===== config.mk =====
export PLATFORM = sky130hd
export DESIGN_NAME = instr_fetch_unit
export DESIGN_NICKNAME = d
export VERILOG_FILES = /design/src/rtl/cpu_pkg.sv /design/src/rtl/instr_fetch_unit.sv
export SDC_FILE = /design/constraint.sdc
export NUM_CORES = 1
export LEC_CHECK = 0
export ABC_AREA = 0
export BUFFER_PORTS_ARGS = -buffer_cell sky130_fd_sc_hd__buf_2
export CORE_ASPECT_RATIO = 1.4
export CORE_MARGIN = 2
export CORE_UTILIZATION = 45
export CTS_CLUSTER_DIAMETER = 200
export DETAILED_ROUTE_END_ITERATION = 6
export PLACE_DENSITY = 0.84
export SYNTH_ARGS = -nofsm -noshare
export SYNTH_HDL_FRONTEND = slang
export SYNTH_SLANG_ARGS = --single-unit

===== constraint.sdc =====
create_clock -name clk -period 1.8 [get_ports clk]
set_input_delay 0.36 -clock clk [delete_from_list [all_inputs] [get_ports clk]]
set_output_delay 0.36 -clock clk [all_outputs]
set_load 0.005 [all_outputs]

===== src/rtl/cpu_pkg.sv =====
// Shared CPU definitions: fetch-stage state encoding and default bus widths.
package cpu_pkg;

    localparam int FETCH_ADDR_W = 16;
    localparam int FETCH_DATA_W = 16;

    typedef enum logic [1:0] {
        IDLE     = 2'd0,
        FETCH    = 2'd1,
        WAIT_DEC = 2'd2,
        DROP     = 2'd3
    } fetch_state_e;

endpackage


===== src/rtl/instr_fetch_unit.sv =====
// Fetch stage: reads PC, issues one instruction-memory read at a time, and
// buffers the returned word in a single-entry IR handed to the decoder.
module instr_fetch_unit
    import cpu_pkg::*;
#(
    parameter int ADDR_W = FETCH_ADDR_W,
    parameter int DATA_W = FETCH_DATA_W
) (
    input  logic              clk,
    input  logic              reset,
    input  logic [ADDR_W-1:0] pc,
    output logic              pc_inc,
    input  logic              redirect,
    output logic              mem_req,
    output logic [ADDR_W-1:0] mem_addr,
    input  logic              mem_ack,
    input  logic [DATA_W-1:0] mem_rdata,
    output logic              ir_valid,
    output logic [DATA_W-1:0] ir,
    output logic [ADDR_W-1:0] ir_pc,
    input  logic              ir_ready
);

    fetch_state_e      state, state_next;
    logic [ADDR_W-1:0] addr_q, addr_next;
    logic              load_ir, clear_ir;

    always_ff @(posedge clk) begin
        if (reset) begin
            state    <= IDLE;
            addr_q   <= '0;
            ir_valid <= 1'b0;
            ir       <= '0;
            ir_pc    <= '0;
        end else begin
            state  <= state_next;
            addr_q <= addr_next;
            if (load_ir) begin
                ir       <= mem_rdata;
                ir_pc    <= addr_q;
                ir_valid <= 1'b1;
            end else if (clear_ir) begin
                ir_valid <= 1'b0;
            end
        end
    end

    // pc already carries any redirect target, so every re-arm simply samples it.
    always_comb begin
        state_next = state;
        addr_next  = addr_q;
        load_ir    = 1'b0;
        clear_ir   = 1'b0;
        case (state)
            IDLE: begin
                state_next = FETCH;
                addr_next  = pc;
            end
            FETCH: begin
                if (mem_ack) begin
                    if (redirect) begin
                        addr_next = pc;
                    end else begin
                        load_ir    = 1'b1;
                        state_next = WAIT_DEC;
                    end
                end else if (redirect) begin
                    // Bus cannot be cancelled; let the stale read finish first.
                    state_next = DROP;
                end
            end
            WAIT_DEC: begin
                if (redirect || ir_ready) begin
                    clear_ir   = 1'b1;
                    addr_next  = pc;
                    state_next = FETCH;
                end
            end
            DROP: begin
                if (mem_ack) begin
                    addr_next  = pc;
                    state_next = FETCH;
                end
            end
            default: state_next = IDLE;
        endcase
    end

    assign mem_req  = !reset && (state == FETCH || state == DROP);
    assign mem_addr = reset ? '0 : addr_q;
    assign pc_inc   = !reset && load_ir;

endmodule


# After elaboration in Yosys (flattened, before gate mapping)
# Index checks and enable logic that the tools add are counted.
# word_totals
input_bits	37
wordCells	42
ff_bits	51
# op_classes
eq_ne	9
muxes	19
reduce_logical	9
# ops
cell	n
16-bit 2-to-1 mux	5
16-bit one-hot mux with 4 select lines	1
2-bit 2-to-1 mux	5
2-bit != test (second input constant)	4
2-bit one-hot mux with 4 select lines	1
4-bit AND reduction	2
1-bit 2-to-1 mux	7
3-bit != test (second input constant)	2
2-bit equality test (second input constant)	2
2-bit by 1-bit equality test with 1-bit output (second input constant)	1
1-bit logical AND	2
2-bit logical NOT	1
1-bit logical OR	2
2-bit nonzero test	1
1-bit logical NOT	1

# Depth between registers and ports, before layout
# Gate-level depths: netlist (run 1).
# depth
depth_word	5
mapped_depth	6

# Worst setup path before layout (run 1)
# Ideal clock, no wire load.
# synth_path
path_type	input port to output port
start	in redirect
end	out pc_inc
setup_slack_ns	0.327
t_arrival_ns	1.113
required_time_ns	1.440
path_stages	5
path_buffers	3
path_cell_list	clkbuf_2 -> nand4bb_1 -> buf_2 -> buf_2 -> nor2_1
# synth_via
elab_chain_cells	4
# synth_lines
element	line_no	text
start: declaration	instr_fetch_unit.sv:13	input logic redirect,
1-bit 2-to-1 mux	instr_fetch_unit.sv:61	if (redirect) begin
1-bit 2-to-1 mux	instr_fetch_unit.sv:60	if (mem_ack) begin
1-bit 2-to-1 mux	instr_fetch_unit.sv:54	case (state)
1-bit logical AND	instr_fetch_unit.sv:91	assign pc_inc = !reset && load_ir;
end: declaration	instr_fetch_unit.sv:12	output logic pc_inc,
# No other way between the ends.

# Worst setup path in the final report (run 1)
# layout_path
start	reg state[1]
end	reg addr_q[2]
# layout_via
elab_chain_cells	3
elab_cells_between_ends	10
# layout_lines
element	line_no	text
start: declaration	instr_fetch_unit.sv:24	fetch_state_e state, state_next;
start signal: assignment	instr_fetch_unit.sv:36	state <= state_next;
2-bit by 1-bit equality test with 1-bit output / 2-bit equality test (equally long branches)	instr_fetch_unit.sv:54	
2-bit != test (no line)	n/a	
4-bit AND reduction (no line)	n/a	
end signal: assignment	instr_fetch_unit.sv:37	addr_q <= addr_next;
end: declaration	instr_fetch_unit.sv:25	logic [ADDR_W-1:0] addr_q, addr_next;
# Parallel ways exist; a longest one is shown, timed or not.
# A chain may end at the register's enable or synchronous reset.

==> reports/metrics.yaml, run 1 <==
floorplanning:
  initial_core_util: 0.470
  core_mm2: 0.00454
  die-area_mm2: 0.00532
  die_x_um: 62.2
  fp.dieH_um: 85.5
  num_rows: 29
  ios: 88
worst_setup_path:
  r2r-start: "state[1]"
  path_class: "flip-flop to flip-flop"
  arrival_ps: 1870
  critPathLaunchType: "flip-flop"
  cp_max_fo: 16
  crit_required_ps: 1990
  r2r_cells: 3
  end_kind: "flip-flop"
  timing.rr.end: "addr_q[2]"
  ff2ff_setup_slack_ps: 120
global_routing:
  track_usage: 0.174
  grt_overflow: 0
  grt_pass1_vias: 1692
  grt_first_pass_wirelength_um: 7450
  grt_max_degree: 33
  antenna_found_initial: 0
synthesis:
  synthesis.area_mm2: 0.00213
  synthCells: 236
  ys_ff_latch: 51
  synthDistinctLibCells: 26
  ys_seq_area_frac: 0.479
  async_flop_share: 0
  synth_top_area_share: 0.479
  synth_area_leaders: "dfxtp_1 48%, nand2_1 11%, nor2b_1 10%"
  synth_common_cells: "65 x nand2_1, 51 x dfxtp_1, 35 x nor2b_1"
  synth_top_area_cell: "dfxtp_1"
  synth_area_per_cell_um2: 9.04
  synth_most_common_cell: "nand2_1"
  yosys_warnings: 0
  syn-num-nets: 273
  synth_edf_count: 0
  synth_top_flop_cell: "dfxtp_1"
routing:
  wl_um: 4500
  final_antenna_net_count: 0
  drtIter0Drc: 37
  wl_met3_um: 252
  drc_errors: 0
  viasPerCell: 4.66
  wl_per_cell_um: 11.7
  dr.pass1.iters: 4
  num_vias: 1796
  met2_length_um: 2280
  top_layer_used: "met4"
  wl_met1_um: 1870
cells_and_area:
  layout-drive-gt1-share: 0.387
  insertedDiodeCount: 0
  area_delta_synth_final_pct: 26.9
  instances_no_fill: 385
  fin_area_mm2: 0.00271
  fin_util: 0.597
  final_nets: 359
clock_network:
  clockBufferDepth: 2
  h-tree-depth: 2
  cts_sinks: 51
  cts-root-buf: "clkbuf_8"
  clkSlewWorstSetupHoldPaths_ps: 90
  cts_made_buffers: 5
  cts_tree: "done"
  clkLatencyLatePin_ps: 300
  cts_hold_buf: 0
placed_design:
  finalWeightedCongestion: 0.740
  place_hpwl_um: 3320
  preCtsSetupSlack_ps: 30.5
  dpl.cell_count: 377
  place_area_mm2: 0.00261
  io_buffers: 87
pwr:
  ir_worst_vdd_mv: 0.471
  finalPower_mw: 2.17
  p_leak_nw: 1.24
  power.density_mw_per_mm2: 800
sta:
  fin_worst_skew_ps: 4.88
  hold_viol: 0
  fin_ws_ps: 119
  slew_headroom: 0.549
  max_freq_mhz: 595
  period_share: 0.934
  tightest_slew_ps: 676
  period_needed_ps: 1680
  whs_ps: 288
  tns_ps: 0
  rsz0062_at_grt: "no"
  slew_violations: 0
  setup_viol: 0
run:
  drv_cap: 0
worst_hold_path:
  holdCritStartpoint: "mem_rdata[0]"
  hp-class: "input port to flip-flop"
  hold_end: "ir[0]"
  holdPathStages: 3
outcome:
  status: "complete, no violations"
cell usage in the layout (no fill, tap or decap), types with 2 or more instances in the layout:
master,instances
a21oi_1,34
buf_2,87
buf_4,9
clkbuf_8,6
dfxtp_1,50
mux2_2,6
mux2_4,10
nand2_1,65
nor2_1,2
nor2b_1,35
o21ai_0,3
final cells by class:
class	count	area, um2
clock buffer	7	86.3
clock inverter	1	8.76
fill	415	1830
inverter	1	3.75
multi-input combinational	166	986
sequential	51	1020
tap	62	77.6
timing repair buffer	97	523
worst max-delay path, stage by stage (launching register included):
cell	delay [ps]
dfxtp_1	470
o21ai_2	120
a21oi_4	570
mux2_2	410
report_power, final:
group / switching (mW) / internal, mW / total [mW]
Clock: 0.359 / 0.315 / 0.675
Sequential: 0.0268 / 1.18 / 1.21
Combinational: 0.132 / 0.154 / 0.286
layer usage:
layer | GRT usage | vias to the layer above
li1 | - | 937
met1 | 0.197 | 791
met2 | 0.316 | 62
met3 | 0.0358 | 6
met4 | 0.0747 | 0
met5 | 0 | -
flip-flops by register name (all words and copies together), names as in the netlist:
name,flops
state,2
ir_pc,16
ir,16
addr_q,16
ir_valid,1
logic make-up (layout without fill, tap and decap cells):
| logic type | after synthesis | count (layout) | share of synthesized area |
|---|---|---|---|
| AND/OR/NAND/NOR | 108 | 108 | 0.252 |
| flip-flops | 51 | 51 | 0.479 |
| AO/OA/AOI/OAI | 42 | 42 | 0.108 |
| buffers and inverters | 19 | 106 | 0.0592 |
| multiplexers | 16 | 16 | 0.102 |
what timing repair did:
action | 4_1_cts | 5_1_grt
gates resized for setup | 0 | 1
setup endpoints to repair | 0 | 1
setup buffers | 0 | 0
worst max-delay path by stage:
stage / start / to / slack [ps] / cells after the start
2_1_floorplan: redirect / pc_inc / 330 / 5
3_3_place_gp: redirect / addr_q[0] / 70 / 4
3_5_place_dp: redirect / addr_q[2] / 30 / 4
4_1_cts: state[0] / pc_inc / 70 / 4
5_1_grt: state[1] / addr_q[15] / 30 / 3
6_report: state[1] / addr_q[2] / 120 / 3
(Power assumes the default switching activity.)
==> inputs of run 2 (changes only) <==
BUFFER_PORTS_ARGS = default   (was -buffer_cell sky130_fd_sc_hd__buf_2)
DONT_BUFFER_PORTS = 1   (was default)
PLACE_DENSITY = 0.68   (was 0.84)
SKIP_CTS_REPAIR_TIMING = 1   (was default)
==> run 2 against run 1 <==
Sequential share of layout area increased by 7.1 points. Largest power group unchanged. Power increased by 1.7%. Clock skew decreased by 1.1 ps. Critical endpoint is now pc_inc.
==> reports/metrics.yaml, run 2 (same netlist as run 1, synthesis figures left out) <==
outcome:
  status: "complete, no violations"
sta:
  period_needed_ps: 1660
  tns_ps: 0
  period_share: 0.920
  fin_ws_ps: 143
  slew_violations: 0
  hold_viol: 0
  setup_viol: 0
  tightest_slew_ps: 329
  whs_ps: 126
  slew_headroom: 0.780
  rsz0062_at_grt: "no"
  fin_worst_skew_ps: 3.82
  max_freq_mhz: 604
pwr:
  cell_internal_pwr_mw: 1.73
  pwr-share-seq: 0.550
  ir_worst_vdd_mv: 0.482
  clkPwrFrac: 0.367
  p_leak_nw: 0.824
  p_sw_mw: 0.472
  swShare: 0.214
  power.density_mw_per_mm2: 968
  combPwrFrac: 0.083
clock_network:
  cts-root-buf: "clkbuf_8"
  h-tree-depth: 2
  cts_made_buffers: 5
  cts_sinks: 51
  clockBufferDepth: 2
  cts_tree: "done"
  clkSlewWorstSetupHoldPaths_ps: 90
  clkLatencyLatePin_ps: 290
placed_design:
  io_buffers: 0
  dpl.cell_count: 287
  preCtsSetupSlack_ps: 339
  place_hpwl_um: 2880
  finalWeightedCongestion: 0.667
worst_setup_path:
  critPathLaunchType: "flip-flop"
  max_stage_delay_ps: 520
  path_depth: 2
  r2r_cells: 4
  cp_cell_sequence: "nand4bb_2 > nor2_1"
  path_class: "flip-flop to primary output"
  cpLargestDelayFamily: "flip-flops"
  arrival_ps: 1300
  crit_required_ps: 1440
  crit_buf_inv: 0
  end_kind: "primary output"
  slowest_stage: "dfxtp_1"
  cp_max_fo: 7
worst_hold_path:
  holdPathStages: 1
  hp-class: "input port to flip-flop"
global_routing:
  antenna_found_initial: 0
  track_usage: 0.161
  grt_overflow: 0
  grt_first_pass_wirelength_um: 6840
  grt_pass1_vias: 1439
  grt_max_degree: 70
cells_and_area:
  area_delta_synth_final_pct: 6.69
  instances_no_fill: 295
  insertedDiodeCount: 0
  reg_top3: "addr_q: 16 flops, ir: 16 flops, ir_pc: 16 flops"
  layout-drive-gt1-share: 0.155
  layout_common_cells: "65 x nand2_1, 51 x dfxtp_1, 35 x nor2b_1"
  final_common_cell: "nand2_1"
  final_nets: 269
routing:
  dr.pass1.iters: 4
  drc_errors: 0
  drtIter0Drc: 52
  num_vias: 1522
  viasPerCell: 5.16
  final_antenna_net_count: 0
  wl_per_cell_um: 14.1
  wl_um: 4150
floorplanning:
  num_rows: 29
  core_mm2: 0.00454
  die-area_mm2: 0.00532
  ios: 88
  initial_core_util: 0.470
  fp.dieH_um: 85.5
  die_x_um: 62.2
run:
  drv_cap: 0
==> run 2: cell count changes in the layout (fill, tap and decap cells not counted), sizes merged <==
cell,before,now
buf,97,7
bufinv,0,1
clkbuf,7,6
==> run 2: worst paths after layout <==
kind | startpoint | end | slack [ps]
worst max-delay path | state[0] | pc_inc | 140
worst min-delay path | reset | ir_pc[3] | 130
worst max register to register | state[0] | ir[2] | 340
worst min register to register | addr_q[11] | ir_pc[11] | 440
==> run 2: through the flow <==
stage / total power [mW] / cell area [um2] / util
after floorplan: 1.41 / 2130 / -
after global routing: 2.30 / 2280 / 0.502
final: 2.20 / 2280 / 0.502
after CTS: 2.23 / 2270 / 0.501
after detailed placement: 1.42 / 2150 / 0.475
after global placement: 1.42 / 2150 / 0.475
==> run 2: layout make-up <==
| class | instances | area [um2] |
|---|---|---|
| Fill cell | 438 | 2260 |
| Sequential cell | 51 | 1020 |
| Multi-Input combinational cell | 166 | 991 |
| Clock buffer | 6 | 82.6 |
| Tap cell | 62 | 77.6 |
| Timing Repair Buffer | 7 | 65.1 |
| Clock inverter | 2 | 35.0 |
| Inverter | 1 | 3.75 |
==> run 2: per-layer routing <==
layer	track usage	part of all wire	vias up
met5	0	0	-
met4	0.0606	0.011	0
met3	0.0610	0.088	4
met2	0.283	0.50	64
met1	0.178	0.40	699
li1	-	-	755
==> run 2: power groups by stage <==
stage          combinational, mW  clock (mW)  sequential, mW
2_1_floorplan              0.186           0            1.23
3_3_place_gp               0.180           0            1.24
3_5_place_dp               0.184           0            1.24
4_1_cts                    0.185       0.835            1.21
5_1_grt                    0.206       0.879            1.22
6_report                   0.182       0.809            1.21
